==> config.mk <==
export PLATFORM = sky130hd
export DESIGN_NAME = tetris_key_action
export DESIGN_NICKNAME = d
export VERILOG_FILES = /design/src/rtl/tetris_key_pkg.sv /design/src/rtl/key_repeat_timer.sv /design/src/rtl/tetris_key_action.sv
export SDC_FILE = /design/constraint.sdc
export NUM_CORES = 1
export LEC_CHECK = 0
export ABC_AREA = 1
export CAP_MARGIN = 30
export CORE_ASPECT_RATIO = 1.1
export CORE_MARGIN = 2
export CORE_UTILIZATION = 55
export DETAILED_ROUTE_END_ITERATION = 8
export PLACE_DENSITY = 0.86
export SETUP_SLACK_MARGIN = 0.2
export SYNTH_ARGS = -nofsm -noshare
export SYNTH_HDL_FRONTEND = slang
export SYNTH_SLANG_ARGS = --single-unit
==> constraint.sdc <==
create_clock -name clk -period 2.7 [get_ports clk]
set_input_delay 0.27 -clock clk [delete_from_list [all_inputs] [get_ports clk]]
set_output_delay 0.27 -clock clk [all_outputs]
set_load 0.005 [all_outputs]
==> src/rtl/tetris_key_pkg.sv <==
// rtl/tetris_key_pkg.sv - scan codes, held-vector layout, repeat-FSM encoding and slot decoder
package tetris_key_pkg;

    localparam logic [7:0] KEY_UP       = 8'h75;
    localparam logic [7:0] KEY_DOWN     = 8'h72;
    localparam logic [7:0] KEY_LEFT     = 8'h6B;
    localparam logic [7:0] KEY_RIGHT    = 8'h74;
    localparam logic [7:0] KEY_ROTATE   = 8'h12;
    localparam logic [7:0] KEY_L_ROTATE = 8'h1A;
    localparam logic [7:0] KEY_R_ROTATE = 8'h22;
    localparam logic [7:0] KEY_ENTER    = 8'h5A;
    localparam logic [7:0] KEY_RELEASE  = 8'hF0;

    // Bit positions in the 7-bit held/action vector
    localparam int H_LEFT    = 0;
    localparam int H_RIGHT   = 1;
    localparam int H_SOFT    = 2;
    localparam int H_HARD    = 3;
    localparam int H_ROT_CW  = 4;
    localparam int H_ROT_CCW = 5;
    localparam int H_START   = 6;

    typedef enum logic [1:0] {
        IDLE   = 2'd0,
        DELAY  = 2'd1,
        REPEAT = 2'd2
    } rpt_state_t;

    // Maps one synchronised slot {on, code} to the actions it holds.
    // Unknown codes and the release marker decode to nothing.
    function automatic logic [6:0] decode_slot(input logic [8:0] slot);
        logic [6:0] h;
        h = '0;
        if (slot[8]) begin
            h[H_LEFT]    = (slot[7:0] == KEY_LEFT);
            h[H_RIGHT]   = (slot[7:0] == KEY_RIGHT);
            h[H_SOFT]    = (slot[7:0] == KEY_DOWN);
            h[H_HARD]    = (slot[7:0] == KEY_UP);
            h[H_ROT_CW]  = (slot[7:0] == KEY_ROTATE) || (slot[7:0] == KEY_R_ROTATE);
            h[H_ROT_CCW] = (slot[7:0] == KEY_L_ROTATE);
            h[H_START]   = (slot[7:0] == KEY_ENTER);
        end
        return h;
    endfunction

endpackage

==> src/rtl/key_repeat_timer.sv <==
// rtl/key_repeat_timer.sv - delayed auto-repeat (DAS/ARR) pulse generator for one held key
//
// Ports:
//   clk   - system clock
//   rst   - asynchronous active-low reset
//   held  - decoded key-held level
//   en    - when low the FSM is forced to IDLE and emits nothing
//   pulse - registered single-cycle action pulse
// Pulse offsets from the first pulse: 0, DAS, DAS+ARR, DAS+2*ARR, ...
module key_repeat_timer
    import tetris_key_pkg::*;
#(
    parameter int DAS_CYCLES = 20,
    parameter int ARR_CYCLES = 6
) (
    input  logic clk,
    input  logic rst,
    input  logic held,
    input  logic en,
    output logic pulse
);

    localparam int MAX_CYCLES = (DAS_CYCLES > ARR_CYCLES) ? DAS_CYCLES : ARR_CYCLES;
    localparam int CW         = $clog2(MAX_CYCLES + 1);
    localparam logic [CW-1:0] DAS_LOAD = CW'(DAS_CYCLES - 1);
    localparam logic [CW-1:0] ARR_LOAD = CW'(ARR_CYCLES - 1);

    rpt_state_t    state, state_n;
    logic [CW-1:0] cnt, cnt_n;
    logic          held_q;
    logic          pulse_n;

    // held_q tracks the key even while disabled, so a key held through a
    // disabled period must be released and pressed again to fire.
    always_ff @(posedge clk or negedge rst) begin
        if (!rst) begin
            state  <= IDLE;
            cnt    <= '0;
            held_q <= 1'b0;
            pulse  <= 1'b0;
        end else begin
            state  <= state_n;
            cnt    <= cnt_n;
            held_q <= held;
            pulse  <= pulse_n;
        end
    end

    always_comb begin
        state_n = state;
        cnt_n   = cnt;
        pulse_n = 1'b0;
        if (!en) begin
            state_n = IDLE;
            cnt_n   = '0;
        end else begin
            case (state)
                IDLE: begin
                    if (held && !held_q) begin
                        pulse_n = 1'b1;
                        cnt_n   = DAS_LOAD;
                        state_n = DELAY;
                    end
                end
                DELAY: begin
                    if (!held) begin
                        state_n = IDLE;
                    end else if (cnt == '0) begin
                        pulse_n = 1'b1;
                        cnt_n   = ARR_LOAD;
                        state_n = REPEAT;
                    end else begin
                        cnt_n = cnt - 1'b1;
                    end
                end
                REPEAT: begin
                    if (!held) begin
                        state_n = IDLE;
                    end else if (cnt == '0) begin
                        pulse_n = 1'b1;
                        cnt_n   = ARR_LOAD;
                    end else begin
                        cnt_n = cnt - 1'b1;
                    end
                end
                default: begin
                    state_n = IDLE;
                    cnt_n   = '0;
                end
            endcase
        end
    end

endmodule

==> src/rtl/tetris_key_action.sv <==
// rtl/tetris_key_action.sv - PS/2 held-key report to Tetris game-action pulses
//
// Ports:
//   clk                  - system clock
//   rst                  - asynchronous active-low reset
//   key1_on, key1_code   - slot-1 held report (asynchronous to clk)
//   key2_on, key2_code   - slot-2 held report (asynchronous to clk)
//   act_left/right/soft_drop         - auto-repeating move pulses
//   act_hard_drop/rot_cw/rot_ccw/start - one-shot pulses
//   paused               - pause state
// Optional feature macro: TETRIS_PAUSE_TOGGLE_EN (act_start toggles paused,
// which suppresses all other actions). Undefined: paused is tied to 0.
// Pulse latency: 4 clk cycles after the first edge sampling a steady input.
module tetris_key_action
    import tetris_key_pkg::*;
#(
    parameter int DAS_CYCLES = 20,
    parameter int ARR_CYCLES = 6
) (
    input  logic       clk,
    input  logic       rst,
    input  logic       key1_on,
    input  logic [7:0] key1_code,
    input  logic       key2_on,
    input  logic [7:0] key2_code,
    output logic       act_left,
    output logic       act_right,
    output logic       act_soft_drop,
    output logic       act_hard_drop,
    output logic       act_rot_cw,
    output logic       act_rot_ccw,
    output logic       act_start,
    output logic       paused
);

    logic [8:0] k1_s1, k1_s2, k1_s3;
    logic [8:0] k2_s1, k2_s2, k2_s3;
    logic [6:0] dec1, dec2;
    logic [6:0] held;
    logic [3:0] os_held_q;
    logic [3:0] os_press;
    logic [3:0] os_pulse;
    logic [2:0] rpt_pulse;
    logic       paused_r;

    // Whole 9-bit slots go through three stages; a slot is only trusted when
    // s2 == s3, which filters out samples caught mid-transition with skewed bits.
    always_ff @(posedge clk or negedge rst) begin
        if (!rst) begin
            k1_s1 <= '0;
            k1_s2 <= '0;
            k1_s3 <= '0;
            k2_s1 <= '0;
            k2_s2 <= '0;
            k2_s3 <= '0;
            dec1  <= '0;
            dec2  <= '0;
        end else begin
            k1_s1 <= {key1_on, key1_code};
            k1_s2 <= k1_s1;
            k1_s3 <= k1_s2;
            k2_s1 <= {key2_on, key2_code};
            k2_s2 <= k2_s1;
            k2_s3 <= k2_s2;
            if (k1_s2 == k1_s3) dec1 <= decode_slot(k1_s3);
            if (k2_s2 == k2_s3) dec2 <= decode_slot(k2_s3);
        end
    end

    assign held = dec1 | dec2;

    // One-shot keys: bits 0..3 map to hard, rot_cw, rot_ccw, start.
    // Both rotate-cw codes share one held bit, so a second cw key adds no edge.
    assign os_press = held[H_START:H_HARD] & ~os_held_q;

    always_ff @(posedge clk or negedge rst) begin
        if (!rst) begin
            os_held_q <= '0;
            os_pulse  <= '0;
        end else begin
            os_held_q <= held[H_START:H_HARD];
            os_pulse  <= os_press;
        end
    end

`ifdef TETRIS_PAUSE_TOGGLE_EN
    // Toggles on the same edge that registers the start pulse.
    always_ff @(posedge clk or negedge rst) begin
        if (!rst) begin
            paused_r <= 1'b0;
        end else if (os_press[3]) begin
            paused_r <= ~paused_r;
        end
    end
`else
    assign paused_r = 1'b0;
`endif

    key_repeat_timer #(.DAS_CYCLES(DAS_CYCLES), .ARR_CYCLES(ARR_CYCLES)) u_left (
        .clk(clk), .rst(rst), .held(held[H_LEFT]), .en(~paused_r), .pulse(rpt_pulse[0])
    );

    key_repeat_timer #(.DAS_CYCLES(DAS_CYCLES), .ARR_CYCLES(ARR_CYCLES)) u_right (
        .clk(clk), .rst(rst), .held(held[H_RIGHT]), .en(~paused_r), .pulse(rpt_pulse[1])
    );

    key_repeat_timer #(.DAS_CYCLES(DAS_CYCLES), .ARR_CYCLES(ARR_CYCLES)) u_soft (
        .clk(clk), .rst(rst), .held(held[H_SOFT]), .en(~paused_r), .pulse(rpt_pulse[2])
    );

    // Masking by paused also hides a pulse registered on the pausing edge.
    assign act_left      = rpt_pulse[0] & ~paused_r;
    assign act_right     = rpt_pulse[1] & ~paused_r;
    assign act_soft_drop = rpt_pulse[2] & ~paused_r;
    assign act_hard_drop = os_pulse[0] & ~paused_r;
    assign act_rot_cw    = os_pulse[1] & ~paused_r;
    assign act_rot_ccw   = os_pulse[2] & ~paused_r;
    assign act_start     = os_pulse[3];
    assign paused        = paused_r;

endmodule

==> qor.yml <==
cts.clk_slew.worst_paths_ps: 100
met2_usage: 0.322
nNetsFinal: 540
final_cell_mix: "nand2_1 (103), dfrtp_1 (103), inv_1 (62)"
outcome: "finished clean"
synth_area_um2: 4350
min_to: "k1_s1[8]$_DFF_PN0_"
cts-root-buf: "clkbuf_8"
fin_tns_setup_ps: 0
hold_violations: 0
hp-start: "key1_on"
grt_setup_unrepaired: "false"
end_kind: "register"
drtIter0Drc: 199
combPwrFrac: 0.295
die_x_um: 88.8
cts_buffers: 9
cts_sinks: 103
wl_mm: 7.27
busiest_layer: "met2"
tightest_slew_ps: 660
reg2reg_depth: 7
place.port_buffers: 26
use_met1: 0.242
area_growth_pct: 14.5
finalSetupViolCount: 0
dp.cells: 600
gp_congestion: 0.930
power.density_nw_per_um2: 815
grt_usage: 0.195
multi_input_area_um2: 1520
timing.fmax_mhz: 655
r2r_slack_ps: 1170
vias_per_cell: 5.05
grt_max_degree: 54
htree_levels: 3
p_int_w: 0.00261
arrival_ps: 1780
ir_worst_vdd_mv: 0.528
worst_r2r_endpoint: "u_left.cnt[0]$_DFFE_PN0P_"
drtAntennaViolNets: 0
final_layout_size_suffix_gt1_frac: 0.0727
critPathSlowestCell: "dfrtp_1"
hpwl_mm: 5.25
clk_latency_ps: 370
p_sw_frac: 0.358
grt_overflow: 0
final.period_utilization: 0.565
post_cts_resized: 0
vias: 3115
path_common_cell: "inv_1"
rows: 34
synth-seq-cells: 103
dieHeight_um: 97.3
clockBufferDepth: 2
fin_total_pwr_w: 0.00406
critical_path.max_fanout: 6
cts_setup_buffers: 0
required_ps: 2950
max_stage_delay_ps: 410
final_cells: 617
min_path_type: "input pin to register"
synth.avg_cell_area_um2: 9.38
yosys.cell_types.count: 29
antenna_found_initial: 0
seqPwrFrac: 0.458
dr.pass1.iters: 4
critPathKind: "register to register"
cp-start-kind: "register"
p_clk_frac: 0.247
grt_pass1_vias: 3178
leakagePower_nw: 2.50
use_met3: 0.0433
fin_skew_ps: 12.3
drc_errors: 0
maxCapViolCount: 0
critical_path.cell_chain: "inv_1 -> ha_1 -> inv_1 -> o21ai_2 -> nor2_1 -> nand2_1 -> o21ai_0"
period_minus_slack_ps: 1530
yosysSeqAreaShare: 0.592
antenna_cells: 0
reg2reg_from: "u_left.state[0]$_DFFE_PN0P_"
syn-num-nets: 500
cts_tree: "done"
final-seq-area_um2: 2580
yosysWarnings: 0
slew_headroom: 0.560
io_pins: 28
nFillCells: 631
start_util: 0.559
grt_pass1_wl_mm: 13.3
coreArea_um2: 7780
die-area_um2: 8640
wl_per_cell_um: 11.8
holdPathStages: 1
syn-instance-count: 464
drv_slew: 0
power_switching_w: 0.00145
## sequential cells by signal (all words and copies together), names as in the netlist
| signal | cells |
|---|---|
| u_right.cnt | 5 |
| k1_s1 | 9 |
| u_soft.state | 2 |
| dec2 | 7 |
| u_right.state | 2 |
| os_pulse | 4 |
| u_soft.held_q | 1 |
| u_right.held_q | 1 |
| u_left.pulse | 1 |
| os_held_q | 4 |
| u_left.cnt | 5 |
| k1_s2 | 9 |
| k2_s1 | 9 |
| u_soft.pulse | 1 |
| dec1 | 7 |
| k2_s2 | 9 |
| u_left.held_q | 1 |
| u_left.state | 2 |
| u_soft.cnt | 5 |
| u_right.pulse | 1 |
| k1_s3 | 9 |
| k2_s3 | 9 |
## metrics by stage
step | utilization | instance area [um^2] | hold slack, ps | setup slack, ps
2_1_floorplan | - | 4350 | -25.6 | 1340
3_3_place_gp | 0.611 | 4760 | 330 | 1280
3_5_place_dp | 0.611 | 4760 | 335 | 1180
4_1_cts | 0.640 | 4980 | 311 | 1170
5_1_grt | 0.640 | 4980 | 303 | 955
6_report | 0.640 | 4980 | 326 | 1170
## layer usage
layer | part of all wire | wire (um)
met5 | 0 | 0
met4 | 0.029 | 213
met3 | 0.033 | 242
met2 | 0.51 | 3740
met1 | 0.42 | 3080
## cell usage after synthesis, drive strengths merged
library cell,count,area (um^2)
buf,1,7.51
nor3b,1,7.51
xor2,2,17.5
nor3,12,60.1
o21ai,24,131
conb,1,3.75
nand2,105,404
ha,16,200
nand4,6,37.5
nand3,42,210
xnor2,10,87.6
nand3b,1,7.51
inv,66,248
a21oi,20,100
o22ai,1,6.26
a31oi,1,6.26
dfrtp,103,2580
nor2,47,206
or2,4,25.0
a21o,1,7.51
## power groups by stage
stage	combinational [W]	clock [W]	sequential [W]
floorplan	0.000920	0	0.00186
global placement	0.00112	0	0.00188
detailed placement	0.00119	0	0.00189
CTS	0.00120	0.00103	0.00186
global route	0.00139	0.00110	0.00189
finish	0.00120	0.00100	0.00186
## worst max-delay path, delay by kind of cell (launching register included)
family,cells,cell delay [ps]
DFF,1,410
adders and majority gates,1,340
buffers and inverters,2,180
AOI/OAI and AO/OA,2,320
and+or+nand+nor,2,180
## cell type report
class | count | area share
clock buffers | 9 | 0.0248
clock inverters | 7 | 0.0183
inverters | 66 | 0.0497
multi-input cells | 294 | 0.305
flip-flops and latches | 103 | 0.517
well taps | 108 | 0.0271
repair buffers | 30 | 0.0582
## cell families (layout without fill, tap and decap cells)
group / Yosys count / after routing / synth area share
buffers and inverters: 67 / 112 / 0.0587
AND/OR/NAND/NOR: 218 / 218 / 0.220
other: 1 / 1 / 0.000862
adder cells (fa/ha/maj): 16 / 16 / 0.0460
flip-flops: 103 / 103 / 0.592
XOR/XNOR: 12 / 12 / 0.0242
AO/OA/AOI/OAI: 47 / 47 / 0.0578
## worst max-delay path by stage
stage	from	to	slack [ps]
4_1_cts	u_left.state[0]$_DFFE_PN0P_	u_left.cnt[0]$_DFFE_PN0P_	1170
3_3_place_gp	u_left.state[0]$_DFFE_PN0P_	u_left.cnt[1]$_DFFE_PN0P_	1280
2_1_floorplan	u_left.state[0]$_DFFE_PN0P_	u_left.cnt[1]$_DFFE_PN0P_	1340
5_1_grt	u_right.state[0]$_DFFE_PN0P_	u_right.cnt[4]$_DFFE_PN0P_	960
3_5_place_dp	u_soft.state[0]$_DFFE_PN0P_	u_soft.cnt[4]$_DFFE_PN0P_	1180
6_report	u_left.state[0]$_DFFE_PN0P_	u_left.cnt[0]$_DFFE_PN0P_	1170
## repair_timing
action,CTS,global route
hold endpoints to repair,50,0
setup endpoints to repair,0,0
hold buffers,1,0
Power figures use the tool's default switching activity.
